File: config.mk
export PLATFORM = sky130hd
export DESIGN_NAME = ret_predict_ctrl
export DESIGN_NICKNAME = d
export VERILOG_FILES = /design/src/rtl/ras_pkg.sv /design/src/rtl/pred_fifo.sv /design/src/rtl/ret_predict_ctrl.sv
export SDC_FILE = /design/constraint.sdc
export NUM_CORES = 1
export LEC_CHECK = 0
export ABC_AREA = 1
export CORE_MARGIN = 3
export CORE_UTILIZATION = 57
export CTS_CLUSTER_SIZE = 20
export DETAILED_ROUTE_END_ITERATION = 10
export GPL_ROUTABILITY_DRIVEN = 0
export PLACE_DENSITY_LB_ADDON = 0.08
export SLEW_MARGIN = 30
export SYNTH_ARGS = -nofsm -noshare
export SYNTH_HDL_FRONTEND = slang
export SYNTH_SLANG_ARGS = --single-unit
File: constraint.sdc
create_clock -name clk -period 6.4 [get_ports clk]
set_clock_uncertainty 0.2 [all_clocks]
set_input_delay 1.28 -clock clk [delete_from_list [all_inputs] [get_ports clk]]
set_output_delay 1.28 -clock clk [all_outputs]
set_load 0.02 [all_outputs]
File: src/rtl/ras_pkg.sv
// Shared defaults and FSM state type for the return-address prediction controller.
package ras_pkg;

    localparam int unsigned ADDR_W_DEF     = 16;
    localparam int unsigned QDEPTH_DEF     = 4;
    localparam int unsigned RET_OFFSET_DEF = 1;

    typedef enum logic {
        RUN     = 1'b0,
        RECOVER = 1'b1
    } state_e;

endpackage

File: src/rtl/pred_fifo.sv
// In-flight prediction queue: circular buffer with occupancy count and synchronous clear.
module pred_fifo #(
    parameter int unsigned WIDTH = 17,
    parameter int unsigned DEPTH = 4,
    localparam int unsigned PTR_W = (DEPTH > 1) ? $clog2(DEPTH) : 1,
    localparam int unsigned CNT_W = $clog2(DEPTH) + 1
) (
    input  logic             clk,
    input  logic             rst,
    input  logic             clr,
    input  logic             push,
    input  logic [WIDTH-1:0] push_data,
    input  logic             pop,
    output logic [WIDTH-1:0] head_data_c,
    output logic [CNT_W-1:0] count,
    output logic             empty_c
);

    logic [WIDTH-1:0] mem_q [DEPTH];
    logic [WIDTH-1:0] mem_d [DEPTH];
    logic [PTR_W-1:0] head_q, head_d;
    logic [PTR_W-1:0] tail_q, tail_d;
    logic [CNT_W-1:0] count_q, count_d;
    logic             do_push;
    logic             do_pop;

    assign empty_c     = (count_q == '0);
    assign head_data_c = mem_q[head_q];
    assign count       = count_q;

    // Guards keep the pointers coherent even if a caller over/under-runs.
    assign do_push = push & (count_q != CNT_W'(DEPTH));
    assign do_pop  = pop & ~empty_c;

    always_comb begin
        mem_d   = mem_q;
        head_d  = head_q;
        tail_d  = tail_q;
        count_d = count_q;
        if (clr) begin
            head_d  = '0;
            tail_d  = '0;
            count_d = '0;
        end else begin
            if (do_push) begin
                mem_d[tail_q] = push_data;
                tail_d        = tail_q + PTR_W'(1);
            end
            if (do_pop) begin
                head_d = head_q + PTR_W'(1);
            end
            case ({do_push, do_pop})
                2'b10:   count_d = count_q + CNT_W'(1);
                2'b01:   count_d = count_q - CNT_W'(1);
                default: count_d = count_q;
            endcase
        end
    end

    always_ff @(posedge clk) begin
        if (rst) begin
            mem_q   <= '{default: '0};
            head_q  <= '0;
            tail_q  <= '0;
            count_q <= '0;
        end else begin
            mem_q   <= mem_d;
            head_q  <= head_d;
            tail_q  <= tail_d;
            count_q <= count_d;
        end
    end

endmodule

File: src/rtl/ret_predict_ctrl.sv
// Return-address prediction controller: drives the RAS on calls/rets, tracks in-flight
// return predictions and raises a one-cycle registered redirect on a wrong prediction.
module ret_predict_ctrl
    import ras_pkg::*;
#(
    parameter int unsigned ADDR_W     = ADDR_W_DEF,
    parameter int unsigned QDEPTH     = QDEPTH_DEF,
    parameter int unsigned RET_OFFSET = RET_OFFSET_DEF
) (
    input  logic              clk,
    input  logic              rst,
    input  logic              fetch_valid,
    input  logic [ADDR_W-1:0] fetch_pc,
    input  logic              fetch_is_call,
    input  logic              fetch_is_ret,
    output logic              fetch_ready,
    output logic              ras_push,
    output logic              ras_pop,
    output logic [ADDR_W-1:0] ras_data,
    input  logic [ADDR_W-1:0] ras_top,
    input  logic              ras_err,
    output logic              pred_valid,
    output logic [ADDR_W-1:0] pred_target,
    input  logic              resolve_valid,
    input  logic              resolve_is_ret,
    input  logic [ADDR_W-1:0] resolve_target,
    input  logic              flush,
    output logic              mispredict,
    output logic [ADDR_W-1:0] mispredict_target,
    output logic              q_err
);

    localparam int unsigned CNT_W = $clog2(QDEPTH) + 1;
    localparam int unsigned ENT_W = ADDR_W + 1;

    state_e              state_q, state_d;
    logic                mispredict_q, mispredict_d;
    logic [ADDR_W-1:0]   mp_tgt_q, mp_tgt_d;
    logic                q_err_q, q_err_d;

    logic                accept_c;
    logic                resolve_ret_c;
    logic                enq_c;
    logic                deq_c;
    logic                mismatch_c;
    logic                clr_c;
    logic [ENT_W-1:0]    enq_data_c;
    logic [ENT_W-1:0]    head_data_c;
    logic [CNT_W-1:0]    count;
    logic                empty_c;

    // FSM state register
    always_ff @(posedge clk) begin
        if (rst) begin
            state_q <= RUN;
        end else begin
            state_q <= state_d;
        end
    end

    // FSM next state: recovery lasts exactly one cycle; flush always lands in RUN.
    always_comb begin
        state_d = state_q;
        if (flush) begin
            state_d = RUN;
        end else begin
            case (state_q)
                RUN:     state_d = mismatch_c ? RECOVER : RUN;
                RECOVER: state_d = RUN;
                default: state_d = RUN;
            endcase
        end
    end

    // FSM outputs
    always_comb begin
        fetch_ready = 1'b0;
        if (!rst && state_q == RUN && count < CNT_W'(QDEPTH)) begin
            fetch_ready = 1'b1;
        end
    end

    // Fetch side: stack commands and return prediction; ret wins over call.
    always_comb begin
        accept_c    = fetch_valid & fetch_ready;
        ras_pop     = accept_c & fetch_is_ret;
        ras_push    = accept_c & fetch_is_call & ~fetch_is_ret;
        ras_data    = fetch_pc + ADDR_W'(RET_OFFSET);
        pred_valid  = ras_pop & ~ras_err;
        pred_target = ras_top;
        enq_data_c  = {ras_top, ~ras_err};
        enq_c       = ras_pop & ~flush;
    end

    // Resolve side: compare the oldest prediction against the executed return.
    always_comb begin
        resolve_ret_c = resolve_valid & resolve_is_ret;
        deq_c         = resolve_ret_c & ~empty_c & ~flush;
        mismatch_c    = deq_c & (~head_data_c[0] |
                                 (head_data_c[ENT_W-1:1] != resolve_target));
        clr_c         = flush | mismatch_c;

        mispredict_d  = mismatch_c;
        mp_tgt_d      = mismatch_c ? resolve_target : mp_tgt_q;
        q_err_d       = q_err_q | (resolve_ret_c & empty_c) | (ras_push & ras_err);
    end

    always_ff @(posedge clk) begin
        if (rst) begin
            mispredict_q <= 1'b0;
            mp_tgt_q     <= '0;
            q_err_q      <= 1'b0;
        end else begin
            mispredict_q <= mispredict_d;
            mp_tgt_q     <= mp_tgt_d;
            q_err_q      <= q_err_d;
        end
    end

    assign mispredict        = mispredict_q;
    assign mispredict_target = mp_tgt_q;
    assign q_err             = q_err_q;

    pred_fifo #(
        .WIDTH (ENT_W),
        .DEPTH (QDEPTH)
    ) u_pred_fifo (
        .clk         (clk),
        .rst         (rst),
        .clr         (clr_c),
        .push        (enq_c),
        .push_data   (enq_data_c),
        .pop         (deq_c),
        .head_data_c (head_data_c),
        .count       (count),
        .empty_c     (empty_c)
    );

endmodule

# Yosys cells after proc, flatten, opt, wreduce, memory -nomap -nowiden
# Cells that the tools add are included.
dict set report op_classes {
  n_addsub 5
  multipliers 0
  div 0
  n_lt_le_gt_ge 4
  n_eq_ne 4
  shift 0
  n_mux 10
  bitwise 27
  reduce_logical 9
}
# cell n
set ops {}
lappend ops {{$bwmux W68} 1}
lappend ops {{$mux W17} 3}
lappend ops {{$bmux W17 S2} 1}
lappend ops {{$demux W17 S2} 1}
lappend ops {{$add A16 B1 Y16 const B} 1}
lappend ops {{$ne A16 B16 Y1} 1}
lappend ops {{$and A1 B1 Y1} 14}
lappend ops {{$not A1 Y1} 7}
lappend ops {{$ge A3 B3 Y1 const B} 2}
lappend ops {{$not A2 Y3} 2}
lappend ops {{$pmux W3 S2} 1}
lappend ops {{$add A2 B1 Y2 const B} 2}
lappend ops {{$or A1 B1 Y1} 4}
lappend ops {{$reduce_or A2 Y1} 2}
lappend ops {{$add A3 B1 Y3 const B} 1}
lappend ops {{$logic_and A1 B1 Y1} 3}
lappend ops {{$logic_not A3 Y1} 1}
lappend ops {{$lt A3 B1 Y1 const B} 1}
lappend ops {{$lt A3 B3 Y1 const B} 1}
lappend ops {{$ne A3 B3 Y1 const B} 1}
lappend ops {{$sub A3 B1 Y3 const B} 1}
lappend ops {{$eq A2 B1 Y1 const B} 1}
lappend ops {{$eq A2 B2 Y1 const B} 1}
lappend ops {{$mux W1} 2}
lappend ops {{other kinds (4)} 4}
dict set report word_totals {
  register_bits 94
  latchBits 0
  mem_bits_rw 0
  mem_bits_ro 0
  input_bits 57
  out_inout_bits 54
  word_cells 70
  n_memories 0
}

# Longest topological paths before layout
dict set report depth {
  ltp_word 10
  ltp_mapped 19
  ltp_nobuf 15
}

# By module
# From an unflattened synthesis, not the netlist that was laid out.
dict set report unflattened {
  hier_cells 831
  area_unflattened_um2 5270.1
}
# mod n_inst cells_per_inst area_per_inst_um2 seq_area_each_um2
set by_module_without_submodules {}
lappend by_module_without_submodules {pred_fifo 1 582 3731.1 1501.4}
lappend by_module_without_submodules {ret_predict_ctrl 1 249 1539.0 380.4}

# Least setup slack after synthesis
# OpenSTA, ideal clock, no wires.
dict set report synth_path {
  path_kind {in2out}
  start {in rst}
  end {out pred_valid}
  t_arrival_ns 2.738
  required_ns 4.920
  path_slack_ns 2.182
  path_stages 5
  n_path_buf 0
  cell_sequence {nor3_1 -> nand2_1 -> nor2_1 -> inv_1 -> nor2_1}
}
dict set report synth_via {
  elab_chain_len 7
}
# element line
set synth_rtl {}
lappend synth_rtl {{start: declaration} ret_predict_ctrl.sv:11} ;# input logic rst,
lappend synth_rtl {{$logic_not A1 Y1} ret_predict_ctrl.sv:78} ;# if (!rst && state_q == RUN && count < CNT_W'(QDEPTH)) begin
lappend synth_rtl {{$logic_and A1 B1 Y1 (2 in series)} ret_predict_ctrl.sv:78}
lappend synth_rtl {{$mux W1} ret_predict_ctrl.sv:78}
lappend synth_rtl {{$and A1 B1 Y1} ret_predict_ctrl.sv:85} ;# accept_c = fetch_valid & fetch_ready;
lappend synth_rtl {{$and A1 B1 Y1} ret_predict_ctrl.sv:86} ;# ras_pop = accept_c & fetch_is_ret;
lappend synth_rtl {{net ras_pop} ret_predict_ctrl.sv:18} ;# output logic ras_pop,
lappend synth_rtl {{$and A1 B1 Y1} ret_predict_ctrl.sv:89} ;# pred_valid = ras_pop & ~ras_err;
lappend synth_rtl {{end: declaration} ret_predict_ctrl.sv:22} ;# output logic pred_valid,
# The timed path passes the listed nets, and every way through them passes these cells.

# Worst setup path in the final report
dict set report layout_path {
  start {in fetch_pc[0]}
  end {out ras_data[14]}
}
dict set report layout_via {
  elab_chain_len 1
}
# element line
set layout_rtl {}
lappend layout_rtl {{start: declaration} ret_predict_ctrl.sv:13} ;# input logic [ADDR_W-1:0] fetch_pc,
lappend layout_rtl {{$add A16 B1 Y16} ret_predict_ctrl.sv:88} ;# ras_data = fetch_pc + ADDR_W'(RET_OFFSET);
lappend layout_rtl {{end: declaration} ret_predict_ctrl.sv:19} ;# output logic [ADDR_W-1:0] ras_data,
# No other way between the ends.

==> flow_metrics.tcl <==
set metrics [dict create \
    area_delta_synth_final_pct 19.7 \
    yosys_warnings 0 \
    pwr-share-seq_pct 49.1 \
    setup_violations 0 \
    fillers 791 \
    cts.htree.levels 3 \
    end_kind "output pin" \
    stdcell_area_sq_um 6770 \
    post_drt_wl_per_cell_um 13.6 \
    slowest_stage "clkdlybuf4s50_1" \
    fin_crit_ns 5.33 \
    regToRegEndpoint "u_pred_fifo.mem_q[58]" \
    path_max_fanout 3 \
    yosysSeqAreaShare_pct 33.3 \
    intPower_uw 892 \
    num_antenna_cells 0 \
    grt_overflow 0 \
    fin_nets 1035 \
    slew_violations 0 \
    layout_common_cells "nand2_1, inv_1, nor2_1" \
    startpoint "fetch_pc[0]" \
    grt_pass1_vias 5174 \
    numCtsBuffers 9 \
    hold_viol_final 0 \
    min_period_over_period_pct 83.4 \
    dp_cells 1089 \
    netSwitchingFraction_pct 26.2 \
    drtIter0Drc 377 \
    holdWs_ns 0.228 \
    die_x_um 106 \
    regArea_sq_um 1880 \
    grt_max_degree 86 \
    start_util_pct 60.0 \
    status "complete, no violations" \
    die-area_sq_um 11100 \
    gr-usage-all-layers_pct 27.3 \
    cts_resized 0 \
    placed_area_sq_um 6550 \
    slowest_delay_ns 0.61 \
    min_from "state_q" \
    hpwl_mm 9.78 \
    synthDistinctLibCells 27 \
    synth-seq-cells 94 \
    netlist_instances 910 \
    clk_pin_slew_worst_paths_ns 0.10 \
    io_buffers 110 \
    critPathBufInv 2 \
    total_leakage_power_uw 0.00298 \
    firstDrtPassIters 5 \
    drc 0 \
    r2r_slack_ns 2.70 \
    tns_ns 0 \
    crit_arrival_ns 3.85 \
    synth_area_sq_um 5650 \
    worst_r2r_path_depth 14 \
    max_freq_ghz 0.187 \
    fin_cells 1105 \
    clk_path_buf_depth 2 \
    die_h_um 106 \
    post-cts-setup-buffers 0 \
    cts_tree "done" \
    critical_path_required_ns 4.92 \
    multi_input_area_sq_um 2690 \
    rows 35 \
    drt_wl_total_mm 15.1 \
    ctsRootBufferMaster "clkbuf_8" \
    p_clk_share_pct 36.9 \
    cts_sinks 94 \
    switchingPower_uw 316 \
    rsz0062_at_grt "false" \
    tightest_slew_ns 1.01 \
    clock_latency_ns 0.37 \
    grt_pass1_wl_mm 25.0 \
    ir_drop_mv 0.137 \
    maxSlewHeadroom_pct 32.8 \
    hold_class "reg -> reg" \
    path_delay_family "buffers and inverters" \
    crit_top_cell "nand3_1" \
    synthesis.nets 974 \
    rr_startpoint "u_pred_fifo.head_q[0]" \
    syn_area_per_cell_sq_um 6.21 \
    vias 5631 \
    start_kind "input port" \
    powerDensity_nw_per_um2 178 \
    crit_chain "clkdlybuf4s50_1, ha_1, nand3_1, nor3_1, nand2_1, nor2_1, nand3_1, nor2_1, nand3_1, xnor2_1, clkdlybuf4s50_1" \
    drv_cap 0 \
    core_sq_um 9420 \
    crit_end "ras_data[14]" \
    final_antenna_net_count 0 \
    comb_power_share_pct 14.0 \
    layout_commonest_cell "nand2_1" \
    drive_gt1_share_pct 3.69 \
    ctsHoldBuffers 0 \
    antenna_found_initial 0 \
    io_pins 111 \
    crit_cells 11 \
    crit_type "in -> out" \
    viasPerCell 5.10 \
]
sequential cells by signal, indices dropped and copies added, names as in the netlist:
register,count
mispredict_target,16
u_pred_fifo.count,3
u_pred_fifo.head_q,2
q_err,1
u_pred_fifo.mem_q,68
u_pred_fifo.tail_q,2
state_q,1
mispredict,1
logic make-up after synthesis:
logic type      Yosys count  synth area share, %
simple gates            517                 40.3
buf+inv                 242                 19.2
flops                    94                 33.3
compound gates           35                 3.17
xor+xnor                 15                 2.32
fa+ha+maj                 7                 1.68
worst register-to-register path: stages (launching register included):
cell and delay, ns:
dfxtp_2 0.90, inv_4 0.37, nand2_1 0.20, nand3_1 0.10
nand3b_1 0.14, nand2_1 0.05, nor2_1 0.10, nand3_1 0.12
nor2_1 0.12, nand2_1 0.11, nand2_4 0.47, nand3_4 0.41
nand2_1 0.18, inv_1 0.06, nor2_1 0.09
through the flow:
step,setup slack [ns],power (uW),utilization [%]
2_1_floorplan,2.18,697,-
3_3_place_gp,1.19,770,69.5
3_5_place_dp,1.02,773,69.5
4_1_cts,1.02,1210,71.9
5_1_grt,0.772,1250,71.9
6_report,1.07,1210,71.9
cell usage after synthesis:
master    number  area share (%)
a211oi_1       1            0.13
nand2_1      257              17
ha_1           6             1.3
nor3_1         5            0.44
a31oi_1        1            0.11
nor2_1       127             8.4
o21ai_0       21             1.9
nand3_1       41             3.6
buf_4         20             2.7
nand3_4        4             1.2
o21ai_1        4            0.35
nor2_4         1            0.20
buf_1          9            0.60
xnor2_1        4            0.62
nand4_1       70             7.7
buf_2         24             2.1
nand2_2        2            0.22
inv_2          3            0.20
inv_4          2            0.22
fa_1           1            0.35
dfxtp_1       94              33
inv_1        171              11
a21oi_1        8            0.71
nand3b_1      10             1.3
buf_6          9             1.8
clkbuf_1       4            0.27
xor2_1        11             1.7
power by group through the flow:
stage	logic, uW	clock network, uW	registers [uW]
5_1_grt	185	467	594
4_1_cts	168	447	593
2_1_floorplan	89.7	0	607
6_report	169	446	593
3_5_place_dp	167	0	606
3_3_place_gp	164	0	606
final cells by class:
type | count | share of cell area, %
tap | 129 | 2.38
timing repair buffer | 116 | 16.9
sequential | 94 | 27.8
inverter | 176 | 9.84
multi-input combinational | 574 | 39.8
clock inverter | 6 | 1.37
clock buffer | 10 | 1.89
how the worst min path moves through the flow:
| stage | end | slack (ns) | cells after the start |
|---|---|---|---|
| 2_1_floorplan | state_q | 0.20 | 1 |
| 5_1_grt | state_q | 0.26 | 1 |
| 4_1_cts | state_q | 0.23 | 1 |
| 3_3_place_gp | state_q | 0.21 | 1 |
| 6_report | state_q | 0.23 | 1 |
| 3_5_place_dp | state_q | 0.22 | 1 |
routing by layer:
metal	wire, um	vias up	track usage [%]
li1	-	2877	-
met1	6570	2497	35.9
met2	7000	232	46.0
met3	1240	25	4.47
met4	250	0	8.60
met5	0	-	0
(Power assumes the default switching activity.)
